### src/rtl/branch_pkg.sv
// Shared definitions for the branch unit: branch kind codes and the counter reset value.
package branch_pkg;

   localparam int unsigned BR_TYPE_W = 3;

   typedef enum logic [BR_TYPE_W-1:0] {
      BR_NONE = 3'd0,
      BR_BEQ  = 3'd1,
      BR_BNE  = 3'd2,
      BR_BLT  = 3'd3,
      BR_BGE  = 3'd4,
      BR_BLTU = 3'd5,
      BR_BGEU = 3'd6,
      BR_JUMP = 3'd7
   } br_type_e;

   // Weakly-not-taken: MSB clear, all lower bits set (01 for a 2-bit counter).
   function automatic logic [31:0] weak_nt(input int unsigned cnt_w);
      return (32'd1 << (cnt_w - 1)) - 32'd1;
   endfunction

endpackage

### src/rtl/branch_unit_if.sv
// Fetch-lookup, EX-resolve and redirect signals of the branch unit.
// master: pipeline side driving fetch/EX state; slave: the branch unit.
interface branch_unit_if #(
   parameter int unsigned PC_W = 32
);
   import branch_pkg::*;

   logic [PC_W-1:0]      if_pc;
   logic                 if_pred_taken;
   logic                 ex_valid;
   logic [PC_W-1:0]      ex_pc;
   logic [BR_TYPE_W-1:0] ex_br_type;
   logic                 ex_zero;
   logic                 ex_lt;
   logic                 ex_ltu;
   logic                 ex_pred_taken;
   logic [PC_W-1:0]      ex_target;
   logic [PC_W-1:0]      ex_pc_plus4;
   logic                 redirect_valid;
   logic [PC_W-1:0]      redirect_pc;
   logic [31:0]          branch_cnt;
   logic [31:0]          mispred_cnt;

   modport master (
      output if_pc, ex_valid, ex_pc, ex_br_type, ex_zero, ex_lt, ex_ltu, ex_pred_taken,
             ex_target, ex_pc_plus4,
      input  if_pred_taken, redirect_valid, redirect_pc, branch_cnt, mispred_cnt
   );

   modport slave (
      input  if_pc, ex_valid, ex_pc, ex_br_type, ex_zero, ex_lt, ex_ltu, ex_pred_taken,
             ex_target, ex_pc_plus4,
      output if_pred_taken, redirect_valid, redirect_pc, branch_cnt, mispred_cnt
   );

endinterface

### src/rtl/branch_bht.sv
// Branch history table: saturating counters, asynchronous read of the MSB,
// synchronous update. A same-cycle read of the updated index sees the old value.
module branch_bht
   import branch_pkg::*;
#(
   parameter int unsigned DEPTH = 16,
   parameter int unsigned CNT_W = 2,
   parameter int unsigned IDX_W = $clog2(DEPTH)
) (
   input  logic             clk,
   input  logic             rst_n,
   input  logic [IDX_W-1:0] rd_idx,
   output logic             rd_taken,
   input  logic             upd_en,
   input  logic [IDX_W-1:0] upd_idx,
   input  logic             upd_taken
);

   localparam logic [CNT_W-1:0] CNT_RST = CNT_W'(weak_nt(CNT_W));

   logic [CNT_W-1:0] cnt_q [DEPTH];

   assign rd_taken = cnt_q[rd_idx][CNT_W-1];

   // Counter array: reset to weakly-not-taken, saturating +/-1 on update.
   always_ff @(posedge clk or negedge rst_n) begin
      if (!rst_n) begin
         for (int i = 0; i < int'(DEPTH); i++) cnt_q[i] <= CNT_RST;
      end else if (upd_en) begin
         if (upd_taken && (cnt_q[upd_idx] != '1)) begin
            cnt_q[upd_idx] <= cnt_q[upd_idx] + CNT_W'(1);
         end else if (!upd_taken && (cnt_q[upd_idx] != '0)) begin
            cnt_q[upd_idx] <= cnt_q[upd_idx] - CNT_W'(1);
         end
      end
   end

endmodule

### src/rtl/branch_unit.sv
// Branch unit: EX-stage condition resolve, PC-indexed prediction table and a
// registered redirect/flush one cycle after a mispredicting resolve.
// Optional feature macro: BRANCH_STATS_EN (resolved-branch and mispredict counters).
module branch_unit
   import branch_pkg::*;
#(
   parameter int unsigned PC_W      = 32,
   parameter int unsigned BHT_DEPTH = 16,
   parameter int unsigned CNT_W     = 2
) (
   input  logic         clk,
   input  logic         rst_n,
   branch_unit_if.slave bus
);

   localparam int unsigned IDX_W = $clog2(BHT_DEPTH);

   logic            taken;
   logic            live;
   logic            mispred;
   logic            redirect_valid_q;
   logic [PC_W-1:0] redirect_pc_q;

   // Only pc[IDX_W+1:2] indexes the table.
   logic unused_pc;
   assign unused_pc = ^{bus.if_pc, bus.ex_pc};

   // Condition decode for the eight branch kinds.
   always_comb begin
      taken = 1'b0;
      case (bus.ex_br_type)
         BR_BEQ:  taken = bus.ex_zero;
         BR_BNE:  taken = !bus.ex_zero;
         BR_BLT:  taken = bus.ex_lt;
         BR_BGE:  taken = !bus.ex_lt;
         BR_BLTU: taken = bus.ex_ltu;
         BR_BGEU: taken = !bus.ex_ltu;
         BR_JUMP: taken = 1'b1;
         default: taken = 1'b0;
      endcase
   end

   // The EX instruction in a redirect cycle is wrong-path and is ignored.
   assign live    = bus.ex_valid && (bus.ex_br_type != BR_NONE) && !redirect_valid_q;
   assign mispred = live && (taken != bus.ex_pred_taken);

   branch_bht #(
      .DEPTH (BHT_DEPTH),
      .CNT_W (CNT_W),
      .IDX_W (IDX_W)
   ) u_bht (
      .clk       (clk),
      .rst_n     (rst_n),
      .rd_idx    (bus.if_pc[IDX_W+1:2]),
      .rd_taken  (bus.if_pred_taken),
      .upd_en    (live && (bus.ex_br_type != BR_JUMP)),
      .upd_idx   (bus.ex_pc[IDX_W+1:2]),
      .upd_taken (taken)
   );

   // Redirect registers: pulse on mispredict, corrected PC held otherwise.
   always_ff @(posedge clk or negedge rst_n) begin
      if (!rst_n) begin
         redirect_valid_q <= 1'b0;
         redirect_pc_q    <= '0;
      end else begin
         redirect_valid_q <= mispred;
         if (mispred) redirect_pc_q <= taken ? bus.ex_target : bus.ex_pc_plus4;
      end
   end

   assign bus.redirect_valid = redirect_valid_q;
   assign bus.redirect_pc    = redirect_pc_q;

`ifdef BRANCH_STATS_EN
   logic [31:0] branch_cnt_q;
   logic [31:0] mispred_cnt_q;

   // Saturating statistics counters.
   always_ff @(posedge clk or negedge rst_n) begin
      if (!rst_n) begin
         branch_cnt_q  <= '0;
         mispred_cnt_q <= '0;
      end else begin
         if (live && (branch_cnt_q != '1)) branch_cnt_q <= branch_cnt_q + 32'd1;
         if (mispred && (mispred_cnt_q != '1)) mispred_cnt_q <= mispred_cnt_q + 32'd1;
      end
   end

   assign bus.branch_cnt  = branch_cnt_q;
   assign bus.mispred_cnt = mispred_cnt_q;
`else
   assign bus.branch_cnt  = 32'd0;
   assign bus.mispred_cnt = 32'd0;
`endif

endmodule

### src/flat_wrapper.sv
// flat-port wrapper written by rule: the top's interface ports become plain ports
module branch_unit_flat import branch_pkg::*;
#(
   parameter int unsigned PC_W      = 32,
   parameter int unsigned BHT_DEPTH = 16,
   parameter int unsigned CNT_W     = 2
)
  (clk, rst_n, bus_if_pc, bus_ex_valid, bus_ex_pc, bus_ex_br_type, bus_ex_zero, bus_ex_lt, bus_ex_ltu, bus_ex_pred_taken, bus_ex_target, bus_ex_pc_plus4, bus_if_pred_taken, bus_redirect_valid, bus_redirect_pc, bus_branch_cnt, bus_mispred_cnt);
  branch_unit_if #(.PC_W(PC_W)) bus_i ();
  input  logic clk;
  input  logic rst_n;
  input wire logic [$bits(bus_i.if_pc)-1:0] bus_if_pc;
  input wire logic [$bits(bus_i.ex_valid)-1:0] bus_ex_valid;
  input wire logic [$bits(bus_i.ex_pc)-1:0] bus_ex_pc;
  input wire logic [$bits(bus_i.ex_br_type)-1:0] bus_ex_br_type;
  input wire logic [$bits(bus_i.ex_zero)-1:0] bus_ex_zero;
  input wire logic [$bits(bus_i.ex_lt)-1:0] bus_ex_lt;
  input wire logic [$bits(bus_i.ex_ltu)-1:0] bus_ex_ltu;
  input wire logic [$bits(bus_i.ex_pred_taken)-1:0] bus_ex_pred_taken;
  input wire logic [$bits(bus_i.ex_target)-1:0] bus_ex_target;
  input wire logic [$bits(bus_i.ex_pc_plus4)-1:0] bus_ex_pc_plus4;
  output wire logic [$bits(bus_i.if_pred_taken)-1:0] bus_if_pred_taken;
  output wire logic [$bits(bus_i.redirect_valid)-1:0] bus_redirect_valid;
  output wire logic [$bits(bus_i.redirect_pc)-1:0] bus_redirect_pc;
  output wire logic [$bits(bus_i.branch_cnt)-1:0] bus_branch_cnt;
  output wire logic [$bits(bus_i.mispred_cnt)-1:0] bus_mispred_cnt;
  assign bus_i.if_pc = bus_if_pc;
  assign bus_i.ex_valid = bus_ex_valid;
  assign bus_i.ex_pc = bus_ex_pc;
  assign bus_i.ex_br_type = bus_ex_br_type;
  assign bus_i.ex_zero = bus_ex_zero;
  assign bus_i.ex_lt = bus_ex_lt;
  assign bus_i.ex_ltu = bus_ex_ltu;
  assign bus_i.ex_pred_taken = bus_ex_pred_taken;
  assign bus_i.ex_target = bus_ex_target;
  assign bus_i.ex_pc_plus4 = bus_ex_pc_plus4;
  assign bus_if_pred_taken = bus_i.if_pred_taken;
  assign bus_redirect_valid = bus_i.redirect_valid;
  assign bus_redirect_pc = bus_i.redirect_pc;
  assign bus_branch_cnt = bus_i.branch_cnt;
  assign bus_mispred_cnt = bus_i.mispred_cnt;
  branch_unit #(.PC_W(PC_W), .BHT_DEPTH(BHT_DEPTH), .CNT_W(CNT_W)) u_core (.clk(clk), .rst_n(rst_n), .bus(bus_i));
endmodule
### config.mk
export PLATFORM = sky130hd
export DESIGN_NAME = branch_unit_flat
export DESIGN_NICKNAME = d
export VERILOG_FILES = /design/src/rtl/branch_pkg.sv /design/src/rtl/branch_unit_if.sv /design/src/rtl/branch_bht.sv /design/src/rtl/branch_unit.sv /design/src/flat_wrapper.sv
export SDC_FILE = /design/constraint.sdc
export NUM_CORES = 1
export LEC_CHECK = 0
export ABC_AREA = 1
export BUFFER_PORTS_ARGS = -buffer_cell sky130_fd_sc_hd__buf_4
export CAP_MARGIN = 20
export CORE_MARGIN = 5
export CORE_UTILIZATION = 45
export DETAILED_ROUTE_END_ITERATION = 7
export GPL_ROUTABILITY_DRIVEN = 0
export GPL_TIMING_DRIVEN = 0
export PLACE_DENSITY = 0.8
export SETUP_SLACK_MARGIN = 0.02
export SLEW_MARGIN = 20
export SYNTH_ARGS = -nofsm -noshare
export SYNTH_HDL_FRONTEND = slang
export SYNTH_SLANG_ARGS = --single-unit
### constraint.sdc
create_clock -name clk -period 5.8 [get_ports clk]
set_clock_uncertainty 0.05 [all_clocks]
set_input_delay 1.16 -clock clk [delete_from_list [all_inputs] [get_ports clk]]
set_output_delay 1.16 -clock clk [all_outputs]
set_load 0.02 [all_outputs]
==> qor.yml <==
cts_root_buf: "clkbuf_8"
finalPower_w: 0.00182
max-slew-margin-rel: 0.457
slew_viol_final: 0
path_buf_inv: 3
synth.most_common_cell: "nand2_1"
die_y_um: 109
cts_resized: 0
first_pass_iters: 5
synth_warnings: 0
hpwlAfterDp_um: 8790
drtAntennaViolNets: 0
synth_top_family_by_area: "simple AND/OR/NAND/NOR gates"
synth_fa_ha_area_frac: 0.00569
holdWs_ns: 0.419
hold_violations: 0
fmax_ghz: 0.275
ys_ff_latch: 65
clkSinkCount: 65
synth_top_cell_by_area: "nand2_1"
worst_setup_path_end_kind: "output port"
hold_class: "reg -> reg"
cpMaxStageDelayCell: "clkbuf_1"
grt_pass1_vias: 3942
power_leakage_nw: 3.39
drive_gt1_frac: 0.296
place_area_mm2: 0.00565
antenna_found_initial: 0
area_delta_synth_final_pct: 33.2
required_ns: 4.59
worstSetupStartpointType: "primary input"
path_cells: "clkbuf_1 -> clkbuf_1 -> nand2_1 -> o211ai_1 -> nand3_1 -> o211ai_1 -> nand2_1 -> buf_4"
synth-compound-area-share: 0.0421
reg2reg_depth: 16
core_area_mm2: 0.00964
cp.arrival_ns: 2.43
tightest_slew_ns: 0.814
fillers: 939
first_iter_violations: 230
yosys.area_share.simple: 0.384
htree_levels: 3
ys_types: 25
detail_route.wl_per_cell_um: 11.6
clock_path_buffers: 2
row_count: 36
period_minus_slack_ns: 3.64
die_x_um: 109
synth_ff_type: "dfrtp_1"
cp-startpoint: "bus_if_pc[2]"
stdcell_area_mm2: 0.00586
viasPerCell: 4.32
regToRegSetupSlack_ns: 3.28
rsz0062_at_grt: "false"
antennaDiodeCount: 0
dieArea_mm2: 0.0118
final_nets: 987
overflow: 0
cap_violations: 0
grt_use_total: 0.195
clock_latency_ns: 0.35
period_share: 0.628
portBuffers: 113
grt_max_degree: 66
synthMuxAreaShare: 0
async_reset_ff_frac: 1.00
cp.depth: 8
cts_hold_buf: 0
synthXorXnorAreaFrac: 0.00626
yosysTopAreaCellShare: 0.284
cts_buffers: 9
cts_setup_buffers: 0
tns_ns: 0
finalSetupViolCount: 0
status: "complete, no violations"
syn_inst: 660
num_vias: 4255
critPathMaxFanout: 10
slowest_delay_ns: 0.37
synthTopCellsByCount: "nand2_1, buf_4, dfrtp_1"
wl_um: 11400
timing.critical_path.to: "bus_if_pred_taken"
ios: 236
route.detailed.drc: 0
power_density_mw_per_mm2: 310
grt_pass1_wl_um: 18300
syn-cell-area_mm2: 0.00440
syn_avg_cell_area_um2: 6.66
critPathKind: "in -> out"
clk_pin_slew_ns: 0.07
ys_seq_area_frac: 0.375
synth-edff-count: 0
worst_path_dominant_cell_family: "buffers and inverters"
synthTopCellsByArea: "nand2_1, dfrtp_1, buf_4, dfstp_2, inv_1"
start_util: 0.456
r2r-end: "u_core.u_bht.cnt_q[17]$_DFFE_PN0P_"
ir_worst_vdd_mv: 0.158
cts_tree: "yes"
==> report_power, final <==
group | total (W) | switching [W] | internal (W)
sequential | 0.000705 | 0.0000879 | 0.000618
combinational | 0.000701 | 0.000419 | 0.000282
clock | 0.000410 | 0.000203 | 0.000207
total | 0.00182 | 0.000710 | 0.00111
==> layout make-up <==
| cell class | instances | area, µm² | share of cell area |
|---|---|---|---|
| plain buffers | 85 | 627 | 0.107 |
| clock buffers | 9 | 124 | 0.0212 |
| clock inverters | 7 | 83.8 | 0.0143 |
| inverters | 51 | 194 | 0.0331 |
| multi-input cells | 522 | 2170 | 0.370 |
| flip-flops and latches | 65 | 1650 | 0.281 |
| well taps | 133 | 166 | 0.0284 |
| repair buffers | 113 | 848 | 0.145 |
==> per-layer routing <==
metal,share of wire,vias up,routed length [µm],GRT usage
li1,-,2239,-,-
met1,0.42,1821,4770,0.255
met2,0.47,182,5340,0.315
met3,0.10,13,1170,0.0634
met4,0.010,0,115,0.0442
met5,0,-,0,0
==> logic make-up (layout without fill, tap and decap cells) <==
| kind of cell | Yosys count | after routing |
|---|---|---|
| buf+inv | 136 | 265 |
| compound gates | 34 | 34 |
| simple gates | 421 | 421 |
| xor+xnor | 1 | 1 |
| other cells | 1 | 64 |
| fa+ha+maj | 2 | 2 |
| flops | 65 | 65 |
==> through the flow <==
step	setup slack, ns	utilization	instances
after floorplan	2.50	-	723
after global placement	2.23	0.586	969
after detailed placement	2.20	0.586	969
after CTS	2.20	0.607	985
after global routing	2.06	0.607	985
final	2.16	0.607	985
==> placed cells by master, fill, tap and decap left out, types with 4 or more instances in the layout <==
master	Yosys	layout
buf_2	9	9
o21ai_0	24	24
nor2_2	10	10
dfstp_2	16	16
inv_1	48	48
o211ai_1	6	6
a21oi_1	4	4
nand3_1	22	22
conb_1	1	64
buf_4	69	182
nor2_1	45	45
nand2_1	333	333
clkbuf_8	0	9
dfrtp_1	49	49
buf_6	5	5
nand2_2	5	5
==> worst min path at each step <==
stage                     startpoint    to  slack [ns]  cells after the start
after global routing            flop  flop        0.44                      2
after global placement          flop  flop        0.41                      2
after detailed placement        flop  flop        0.41                      2
after CTS                       flop  flop        0.42                      2
final                           flop  flop        0.42                      2
after floorplan                 flop  flop        0.40                      2
==> worst register-to-register path, stage by stage, from the launching register on <==
cell     delay [ns]
dfstp_2        0.53
nor2_1         0.04
o21ai_0        0.20
nand2_1        0.10
nand2_1        0.06
nand2_1        0.04
inv_1          0.07
nand2_2        0.17
buf_6          0.20
inv_1          0.06
ha_1           0.16
inv_1          0.05
nand3_2        0.12
xor2_4         0.25
buf_4          0.24
nand2_1        0.08
nand2_1        0.06
Note: power is estimated with default switching activity, not from simulation.
